--- config.mk ---
export PLATFORM = sky130hd
export DESIGN_NAME = rv_stream_arbiter
export DESIGN_NICKNAME = d
export VERILOG_FILES = /design/src/rtl/rv_stream_arbiter.sv
export SDC_FILE = /design/constraint.sdc
export NUM_CORES = 1
export LEC_CHECK = 0
export BUFFER_PORTS_ARGS = -buffer_cell sky130_fd_sc_hd__buf_2
export CAP_MARGIN = 40
export CORE_MARGIN = 2
export CORE_UTILIZATION = 40
export DETAILED_ROUTE_END_ITERATION = 10
export PLACE_DENSITY = 0.69
export SLEW_MARGIN = 20
export SYNTH_ARGS = -nofsm -noshare
export SYNTH_HDL_FRONTEND = slang
export SYNTH_SLANG_ARGS = --single-unit
--- constraint.sdc ---
create_clock -name clock_port -period 5.98 [get_ports clock_port]
set_input_delay 0.299 -clock clock_port [delete_from_list [all_inputs] [get_ports clock_port]]
set_output_delay 0.299 -clock clock_port [all_outputs]
set_load 0.005 [all_outputs]
--- src/rtl/rv_stream_arbiter.sv ---
// ============================================================================
// Module   : rv_stream_arbiter
// Brief    : Round-robin merge of NUM_REQ ready/valid streams with packet lock
//            and a single registered forward stage.
// Revision : 1.0 - initial release
// ============================================================================
`default_nettype none

module rv_stream_arbiter #(
    parameter int DATA_WIDTH = 8,
    parameter int NUM_REQ    = 4,
    parameter int ID_WIDTH   = $clog2(NUM_REQ)
) (
    input  logic                          clock_port,
    input  logic                          reset_port,
    input  logic [NUM_REQ*DATA_WIDTH-1:0] req_data,
    input  logic [NUM_REQ-1:0]            req_last,
    input  logic [NUM_REQ-1:0]            req_valid,
    output logic [NUM_REQ-1:0]            req_ready,
    output logic [DATA_WIDTH-1:0]         output_port_data,
    output logic                          output_port_last,
    output logic [ID_WIDTH-1:0]           output_port_id,
    output logic                          output_port_valid,
    input  logic                          output_port_ready
);

    localparam logic [0:0] S_IDLE   = 1'b0;
    localparam logic [0:0] S_LOCKED = 1'b1;

    logic [0:0]            r_state;
    logic [ID_WIDTH-1:0]   r_owner;
    logic [ID_WIDTH-1:0]   r_rr_ptr;
    logic [DATA_WIDTH-1:0] r_data;
    logic                  r_last;
    logic [ID_WIDTH-1:0]   r_id;
    logic                  r_valid;

    logic                  w_accept;
    logic                  w_found;
    logic [ID_WIDTH-1:0]   w_cand;
    logic [ID_WIDTH-1:0]   w_search_id;
    logic [ID_WIDTH-1:0]   w_grant_id;
    logic                  w_grant_any;
    logic [NUM_REQ-1:0]    w_ready;
    logic                  w_xfer;
    logic                  w_xfer_last;
    logic [DATA_WIDTH-1:0] w_xfer_data;
    logic [ID_WIDTH-1:0]   w_next_ptr;

    assign w_accept = ~r_valid | output_port_ready;

    // Rotating-priority search starting at the round-robin pointer.
    always_comb begin
        w_found     = 1'b0;
        w_search_id = '0;
        w_cand      = '0;
        for (int k = 0; k < NUM_REQ; k++) begin
            w_cand = ID_WIDTH'((32'(r_rr_ptr) + 32'(k)) % 32'(NUM_REQ));
            if (!w_found && req_valid[w_cand]) begin
                w_found     = 1'b1;
                w_search_id = w_cand;
            end
        end
    end

    assign w_grant_id  = (r_state == S_LOCKED) ? r_owner : w_search_id;
    assign w_grant_any = (r_state == S_LOCKED) | w_found;

    always_comb begin
        w_ready = '0;
        if (w_grant_any && w_accept) begin
            w_ready[w_grant_id] = 1'b1;
        end
    end

    assign req_ready   = w_ready;
    assign w_xfer      = |(req_valid & w_ready);
    assign w_xfer_last = req_last[w_grant_id];
    assign w_xfer_data = req_data[w_grant_id*DATA_WIDTH +: DATA_WIDTH];
    assign w_next_ptr  = (w_grant_id == ID_WIDTH'(NUM_REQ - 1)) ? '0
                                                                : w_grant_id + 1'b1;

    always_ff @(posedge clock_port or negedge reset_port) begin
        if (!reset_port) begin
            r_valid <= 1'b0;
            r_data  <= '0;
            r_last  <= 1'b0;
            r_id    <= '0;
        end else if (w_xfer) begin
            r_valid <= 1'b1;
            r_data  <= w_xfer_data;
            r_last  <= w_xfer_last;
            r_id    <= w_grant_id;
        end else if (output_port_ready) begin
            r_valid <= 1'b0;
        end
    end

    // The pointer only advances on packet boundaries so a locked packet
    // does not cost the next requester its turn.
    always_ff @(posedge clock_port or negedge reset_port) begin
        if (!reset_port) begin
            r_state  <= S_IDLE;
            r_owner  <= '0;
            r_rr_ptr <= '0;
        end else if (w_xfer) begin
            if (w_xfer_last) begin
                r_state  <= S_IDLE;
                r_rr_ptr <= w_next_ptr;
            end else begin
                r_state <= S_LOCKED;
                r_owner <= w_grant_id;
            end
        end
    end

    assign output_port_data  = r_data;
    assign output_port_last  = r_last;
    assign output_port_id    = r_id;
    assign output_port_valid = r_valid;

endmodule

`default_nettype wire

* After elaboration in Yosys (flattened, before gate mapping)
Index checks and enable logic that the tools add are counted.
** Storage, ports and cells
- Word-level logic and storage cells :: 62
- Output and inout port bits :: 16
- Register bits after elaboration :: 17
- Input bits :: 43
** Operators by class
- $lt $le $gt $ge :: 6
- Muxes and demuxes :: 26
- Bitwise logic cells :: 5
- Shift-type cells :: 1
- Equality and inequality tests :: 1
- Reductions and logical operators :: 12
- Add/sub/neg operators :: 4
** Operator list (number)
- 32-bit by 6-bit variable part select with 8-bit output :: 1
- 2-bit by 3-bit less-than comparator with 1-bit output, second input constant :: 5
- 1-bit two-way mux :: 13
- 2-bit two-way mux :: 6
- 1-bit binary-select mux with 2-bit select :: 5
- 1-bit logical AND :: 5
- 2-bit by 1-bit adder with 2-bit output, second input constant :: 2
- 2-bit adder, second input constant :: 2
- 4-bit bitwise AND :: 1
- 4-bit two-way mux :: 1
- 2-bit AND reduction :: 2
- 4-bit OR reduction :: 1
- 1-bit zero test :: 3
- 1-bit demux with 2-bit select :: 1
- 2-bit == test, second input constant :: 1
- 2-bit by 1-bit greater-or-equal comparator with 1-bit output, second input constant :: 1
- 1-bit NOT :: 2
- 1-bit bitwise OR :: 2
- 2-bit nonzero test :: 1

* Depth between registers and ports, before layout
Gate-level depths: netlist (run 1).
- Word-level depth :: 21
- Mapped depth :: 16
- Depth with buffers taken out :: 12

* Least setup slack after synthesis (run 1)
Ideal clock, no wire load.
- Path kind :: register to register
- From :: register r_rr_ptr[0]
- To :: register r_rr_ptr[1]
- Slack :: 3.024 ns
- Buffers on the path :: 3
- Setup time :: 0.125 ns
- Required time :: 5.855 ns
- Arrival :: 2.831 ns
- Stages on the path, launching flop included :: 16
- Path through :: dfrtp_1 > nor4b_2 > a41oi_1 > o22a_2 > o21ai_2 > o21a_1 > buf_6 > buf_12 > inv_2 > ha_1 > a22oi_1 > nand2_1 > and2_1 > dlygate4sd2_1 > nand3_2 > mux2_4
** Between the ends
- Cells in the longest elaborated chain, start to end :: 21
- Elaborated cells on any way between the ends :: 42
** Ends and longest elaborated chain
- from (decl) :: line 32 : logic [ID_WIDTH-1:0] r_rr_ptr;
- from (signal assigned) :: line 109 : r_rr_ptr <= w_next_ptr;
- parallel branches: the longest is 11 deep, another holds 2-bit by 1-bit adder with 2-bit output
- 2-bit two-way mux * :: line 59 : if (!w_found && req_valid[w_cand]) begin
- 2-bit two-way mux * :: line 66 : assign w_grant_id = (r_state == S_LOCKED) ? r_owner : w_search_id;
- net w_grant_id[1] :: line 42 : logic [ID_WIDTH-1:0] w_grant_id;
- 2-bit by 3-bit less-than comparator with 1-bit output (implied by the code) / 2-bit by 1-bit greater-or-equal comparator with 1-bit output (equally long branches) :: line 72 : w_ready[w_grant_id] = 1'b1;
- 1-bit logical AND (implied by the code) :: line 72
- 1-bit two-way mux (implied by the code) :: line 72
- 1-bit demux with 2-bit select :: line 72
- 4-bit two-way mux :: line 71 : if (w_grant_any && w_accept) begin
- 4-bit bitwise AND :: line 77 : assign w_xfer = |(req_valid & w_ready);
- 4-bit OR reduction :: line 77
- 2-bit AND reduction (no line)
Mark *: on every way through the listed nets, which the timed path passes. The select of a mux whose other input is x is not followed.
A chain may end at the register's enable or synchronous reset.

* Final worst setup path (run 1)
- From :: register r_rr_ptr[1]
- To :: register r_owner[1]
** Between the ends
- Cells in the longest elaborated chain, start to end :: 21
- Elaborated cells on any way between the ends :: 40
** Ends and longest elaborated chain
- parallel branches: the longest is 11 deep, another holds 2-bit by 1-bit adder with 2-bit output
- 2-bit two-way mux * :: line 59
- 2-bit two-way mux * :: line 66
- net w_grant_id[1] :: line 42
- 2-bit by 3-bit less-than comparator with 1-bit output (implied by the code) / 2-bit by 1-bit greater-or-equal comparator with 1-bit output (equally long branches) :: line 72
- 1-bit logical AND (implied by the code) :: line 72
- 1-bit two-way mux (implied by the code) :: line 72
- 1-bit demux with 2-bit select :: line 72
- 4-bit two-way mux :: line 71
- 4-bit bitwise AND :: line 77
- 4-bit OR reduction :: line 77
- 2-bit AND reduction (no line)
- to (signal assigned) :: line 112 : r_owner <= w_grant_id;
- to (decl) :: line 31 : logic [ID_WIDTH-1:0] r_owner;
Marked as above.

==> out/results.txt, run 1 <==
Routed Antenna Nets: 0
Hold Path Class: primary input to register
worst-skew pair later-pin latency: 0.29 ns
Primary FF master, synth: dfrtp_1
placer congestion estimate: 0.908
Max Slew Vio Count: 0
Post-synth EDFFs: 0
TritonRoute pass-1 iters: 4
Final min period: 3.42 ns
width of the die: 63.2 µm
CTS Buf Count: 3
Port Buf Inserts: 58
Setup WS pre-CTS: 2.56 ns
R2R cell count: 13
average wire per cell in the routed design: 14.3 µm
crit path kind: register to register
clk slew on worst S/H paths: 0.11 ns
setup TNS: 0 ns
Seq cells post-synth: 17
MaxCap Viol Count: 0
initial drt markers: 111
Initial Util: 0.417
worst clock skew: 0.00706 ns
Final nets: 243
r2r setup slk: 2.56 ns
clock root buffer: clkbuf_4
die height: 63.2 µm
die area: 4000 µm²
Hold Path Origin: output_port_ready
GRT Resource Usage Total: 0.176
fmax: 292 MHz
FFs w/ async S/R, synth: 1.00
cell row count: 21
fillers: 342
Synth Instances: 138
Resize count post-CTS: 0
hold path endpoint: output_port_valid$_DFFE_PN0P_
Hold Path Stages: 3
first-pass GRT wire length: 5730 µm
Crit. End Element: register
final-report hold violation count: 0
number of global-route vias before repair: 1269
number of distinct library cells after synthesis: 46
status: complete, no violations
H-tree Lvls: 1
HPWL Detailed: 2740 µm
Core Region: 3360 µm²
initial antenna violation count: 0
Reg-to-Reg End: r_owner[1]$_DFFE_PN0P_
Mean Syn Cell Area: 10.2 µm²
crit path launch: r_rr_ptr[1]$_DFFE_PN0P_
PwrDens: 515 nW/µm²
Routed WL: 3440 µm
sequential share of the synthesized area: 0.303
Final Setup Violations: 0
Worst EP required: 6.17 ns
startpoint types: register
# diodes: 0
Vias/cell: 5.24
Synth Warn #: 0
largest net degree at the start of global routing: 18
crit share post-route: 0.573
crit path max fanout: 14
syn nets: 185
CTS Buffer Depth: 2
RSZ-0062 raised after global routing: no
layout cells sized above 1: 0.426
# IOs: 59
synthesized area: 1400 µm²
total clock sinks: 17
Leak Pwr: 0.894 nW
worst vdd ir: 0.220 mV
Worst Max-Slew Pin Slew: 0.549 ns
Area Overhead vs Synth: 22.1%
Final WS setup: 2.56 ns
CTS tree: done
Critical Path AT: 3.61 ns
via count: 1264
total grt overflow: 0
normalized max-slew margin: 0.634
DRC Markers: 0
reg2reg start: r_rr_ptr[1]$_DFFE_PN0P_
repair_timing:
action	CTS	global route
hold buffers	1	0
endpoints found under the hold margin	17	0
buffers inserted	0	0
kinds of logic after synthesis:
logic type | after synthesis | share of synthesized area
flip-flops | 17 | 0.303
AO/OA/AOI/OAI | 34 | 0.227
multiplexers | 23 | 0.176
buffers and inverters | 12 | 0.0775
AND/OR/NAND/NOR | 48 | 0.181
adder cells (fa/ha/maj) | 4 | 0.0357
worst max-delay path by stage:
stage | end | slack [ns] | cells past startpoint
after floorplan | r_rr_ptr[1]$_DFFE_PN0P_ | 3.02 | 15
after global routing | r_owner[1]$_DFFE_PN0P_ | 2.32 | 13
after detailed placement | r_owner[1]$_DFFE_PN0P_ | 2.56 | 13
after global placement | r_owner[1]$_DFFE_PN0P_ | 2.57 | 12
final | r_owner[1]$_DFFE_PN0P_ | 2.56 | 13
after CTS | r_owner[1]$_DFFE_PN0P_ | 2.53 | 13
worst max-delay path, stage by stage, from the launching register on:
cell and delay (ns):
dfrtp_1 0.54, nor4b_2 0.27, a41oi_1 0.07, o22a_2 0.26
o21ai_2 0.14, o21a_1 0.48, buf_8 0.23, inv_2 0.06
ha_1 0.19, a22oi_1 0.19, nand2_1 0.09, nand2_1 0.39
a21oi_2 0.09, mux2_4 0.32
state kept, by name, indices dropped and copies added (netlist names):
signal and count:
output_port_data 8, output_port_id 2, r_owner 2, r_rr_ptr 2, output_port_last 1, output_port_valid 1, r_state 1
synthesized netlist by cell type, types with 2 or more instances:
master     n  area share
a211oi_1   2       0.011
a21boi_0   2       0.011
a22oi_1    2       0.011
and2_1     5       0.022
buf_6      3       0.024
clkbuf_8   2       0.020
dfrtp_1   17        0.30
ha_1       4       0.036
inv_1      4       0.011
mux2_4     3       0.032
mux2i_1   19        0.14
nand2_1   23       0.061
nand2_2    2      0.0089
nand2b_1   3       0.013
nand3b_1   2       0.011
nor2_1     4       0.011
nor2b_1    3       0.013
o21a_1     2       0.011
o21ai_0    2      0.0071
o221ai_1   8       0.050
per-stage QoR:
| step | power [mW] | instance area (µm²) | hold slack, ns | cells | util |
|---|---|---|---|---|---|
| after floorplan | 0.706 | 1400 | 0.00341 | 138 | - |
| after global placement | 0.797 | 1660 | 0.246 | 235 | 0.494 |
| after detailed placement | 0.829 | 1680 | 0.251 | 236 | 0.499 |
| after CTS | 0.894 | 1710 | 0.264 | 241 | 0.510 |
| after global routing | 0.964 | 1710 | 0.276 | 241 | 0.510 |
| final | 0.883 | 1710 | 0.267 | 241 | 0.510 |
cell type report:
type	count	area (µm²)	area share
clock buffers	3	22.5	0.0131
clock inverters	1	5.00	0.00292
multi-input cells	109	870	0.507
inverters	5	18.8	0.0109
well taps	46	57.6	0.0336
repair buffers	60	315	0.184
flip-flops and latches	17	425	0.248
routing by layer:
| metal | global-route usage | wire [µm] | up-vias |
|---|---|---|---|
| li1 | - | - | 621 |
| met2 | 0.295 | 1650 | 47 |
| met4 | 0.0598 | 23 | 0 |
| met5 | 0 | 0 | - |
| met1 | 0.226 | 1540 | 592 |
| met3 | 0.0375 | 220 | 4 |
report_power, final:
| part | switching (mW) | internal (mW) |
|---|---|---|
| clock | 0.0384 | 0.0248 |
| combinational | 0.314 | 0.274 |
| sequential | 0.0551 | 0.177 |
| total | 0.408 | 0.476 |
layout by cell type (no fill, tap or decap), types with 2 or more instances in the layout:
| cell type | instances |
|---|---|
| dfrtp_1 | 17 |
| nor2_1 | 4 |
| nand3b_1 | 2 |
| o21a_1 | 2 |
| inv_1 | 4 |
| nand2_1 | 23 |
| o21ai_0 | 2 |
| a21boi_0 | 2 |
| mux2i_1 | 19 |
| o221ai_1 | 8 |
| ha_1 | 4 |
| clkbuf_4 | 3 |
| nand2b_1 | 3 |
| a211oi_1 | 2 |
| mux2_4 | 3 |
| buf_2 | 58 |
| and2_1 | 5 |
| nand2_2 | 2 |
| nor2b_1 | 3 |
| a22oi_1 | 2 |
(Power assumes the default switching activity.)
==> inputs of run 2 (changes only) <==
--- a/config.mk
+++ b/config.mk
@@ -5,12 +5,13 @@
 export SDC_FILE = /design/constraint.sdc
 export NUM_CORES = 1
 export LEC_CHECK = 0
+export ABC_AREA = 1
 export BUFFER_PORTS_ARGS = -buffer_cell sky130_fd_sc_hd__buf_2
 export CAP_MARGIN = 40
 export CORE_MARGIN = 2
 export CORE_UTILIZATION = 40
 export DETAILED_ROUTE_END_ITERATION = 10
-export PLACE_DENSITY = 0.69
+export PLACE_DENSITY = 0.7
 export SLEW_MARGIN = 20
 export SYNTH_ARGS = -nofsm -noshare
 export SYNTH_HDL_FRONTEND = slang
==> constraint.sdc (replaced) <==
create_clock -name clock_port -period 2.87 [get_ports clock_port]
set_input_delay 0.1435 -clock clock_port [delete_from_list [all_inputs] [get_ports clock_port]]
set_output_delay 0.1435 -clock clock_port [all_outputs]
set_load 0.005 [all_outputs]
==> out/results.txt, run 2 <==
via count: 1600
first-pass GRT wire length: 5950 µm
PwrDens: 1410 nW/µm²
worst clock skew: 0.00285 ns
Area Overhead vs Synth: 22.6%
synthesized area: 1550 µm²
crit path kind: register to register
worst-skew pair later-pin latency: 0.25 ns
GRT Resource Usage Total: 0.175
clock root buffer: clkbuf_8
initial antenna violation count: 0
Max Slew Vio Count: 0
CTS Buf Count: 3
Hold Path Class: primary input to register
most frequent cells in the layout: 98 x nand2_1, 58 x buf_2, 28 x nand3_1
Critical Path AT: 2.70 ns
Initial Util: 0.421
final-report hold violation count: 0
clk slew on worst S/H paths: 0.07 ns
max FFs per register: 8
FFs w/ async S/R, synth: 1.00
average wire per cell in the routed design: 10.7 µm
Mean Syn Cell Area: 6.67 µm²
Synth Warn #: 0
area occupied by registers: 427 µm²
placed insts: 336
number of global-route vias before repair: 1411
Routed Antenna Nets: 0
status: complete, no violations
Vias/cell: 4.69
Leak Pwr: 1.13 nW
Primary FF master, synth: dfrtp_1
# diodes: 0
worst vdd ir: 0.535 mV
CTS Buffer Depth: 2
postcts setup bufs: 0
crit share post-route: 0.892
DRC Markers: 0
initial drt markers: 80
layout cells sized above 1: 0.396
Port Buf Inserts: 58
Core Region: 3690 µm²
Hold WS: 0.210 ns
crit path max fanout: 16
setup TNS: 0 ns
placer congestion estimate: 0.816
die height: 66.3 µm
Final nets: 341
sequential share of the synthesized area: 0.274
Worst Max-Slew Pin Slew: 0.381 ns
# IOs: 59
CTS tree: done
largest net degree at the start of global routing: 18
die area: 4400 µm²
total grt overflow: 0
Synth area leader: dfrtp_1
synth top area cells: dfrtp_1 27%, nand2_1 24%, nand3_1 9.0%, nand3_2 9.0%, nand2_2 8.9%
Seq cells post-synth: 17
most numerous cell in the Yosys netlist: nand2_1
startpoint types: register
most common cell after layout, fill and taps aside: nand2_1
Synth Instances: 233
Crit. End Element: register
H-tree Lvls: 1
Post-synth top cells: 98 x nand2_1, 28 x nand3_1, 22 x nand2_2
post-synth top area share: 0.274
Multi-input gate area: 942 µm²
cell row count: 22
Overall Power: 2.69 mW
post-route non-filler standard cell count: 341
MaxCap Viol Count: 0
syn nets: 280
normalized max-slew margin: 0.746
Final Setup Violations: 0
number of distinct library cells after synthesis: 19
TritonRoute pass-1 iters: 4
fmax: 391 MHz
width of the die: 66.3 µm
Routed WL: 3640 µm
Final min period: 2.56 ns
Worst EP required: 3.01 ns
RSZ-0062 raised after global routing: no
final design utilization: 0.517
total clock sinks: 17
HPWL Detailed: 2970 µm
fillers: 395
Post-synth EDFFs: 0
[run 2: cell type report]
cell class | count | share of cell area
Sequential cell | 17 | 0.224
Multi-Input combinational cell | 184 | 0.494
Clock buffer | 3 | 0.0217
Inverter | 24 | 0.0486
Tap cell | 48 | 0.0315
Timing Repair Buffer | 64 | 0.177
Clock inverter | 1 | 0.00263
[run 2: metrics by stage]
stage | area (µm²) | setup WS, ns
2_1_floorplan | 1550 | 0.599
3_3_place_gp | 1850 | 0.225
3_5_place_dp | 1850 | 0.142
4_1_cts | 1900 | 0.131
5_1_grt | 1910 | 0.0414
6_report | 1910 | 0.311
[run 2: what timing repair did]
action	CTS	global route
hold endpoints to repair	17	0
gates resized for setup	0	2
hold buffers	1	0
endpoints found under the setup margin	0	14
[run 2: worst paths after layout]
check,slack [ns],startpoint,endpoint,cells after the start
max,0.31,r_rr_ptr[0]$_DFFE_PN0P_,r_owner[0]$_DFFE_PN0P_,19
min,0.21,req_data[13],output_port_data[5]$_DFFE_PN0P_,5
max reg2reg,0.31,r_rr_ptr[0]$_DFFE_PN0P_,r_owner[0]$_DFFE_PN0P_,19
min reg2reg,0.48,output_port_id[0]$_DFFE_PN0P_,output_port_id[0]$_DFFE_PN0P_,2
max in group asynchronous,2.23,reset_port,r_rr_ptr[0]$_DFFE_PN0P_,2
min in group asynchronous,0.34,reset_port,output_port_data[3]$_DFFE_PN0P_,2
[run 2: kinds of logic (layout without fill, tap and decap cells)]
| group | after synthesis | in the layout | synth area share |
|---|---|---|---|
| AND/OR/NAND/NOR | 177 | 177 | 0.564 |
| buffers and inverters | 32 | 92 | 0.120 |
| AO/OA/AOI/OAI | 3 | 3 | 0.00966 |
| flip-flops | 17 | 17 | 0.274 |
| adder cells (fa/ha/maj) | 4 | 4 | 0.0322 |
[run 2: critical path, cell delays in order (launching register included)]
cell and delay (ns):
dfrtp_2 0.49, inv_2 0.16, nand2_1 0.11, nand3_1 0.13, nand2_2 0.10, nor2_4 0.15
nand3_1 0.08, nand2_1 0.06, inv_1 0.03, nand2_1 0.07, nand2_2 0.08, inv_2 0.12
ha_1 0.18, nand4_1 0.09, nand2_1 0.09, inv_2 0.04, nand2_4 0.18, nand3_1 0.15
nand2_1 0.09, nand2_1 0.05
[run 2: routing by layer]
layer | track usage | part of all wire | wire [µm]
met4 | 0.0612 | 0.013 | 47
met3 | 0.0324 | 0.064 | 234
met5 | 0 | 0 | 0
met2 | 0.306 | 0.47 | 1730
met1 | 0.211 | 0.45 | 1630
[run 2: where the power goes]
group	leakage [nW]	internal, mW	switching (mW)	total, mW
logic	0.897	0.743	1.31	2.05
clock network	0.0255	0.0962	0.0821	0.178
registers	0.210	0.374	0.0847	0.459
total	1.13	1.21	1.47	2.69
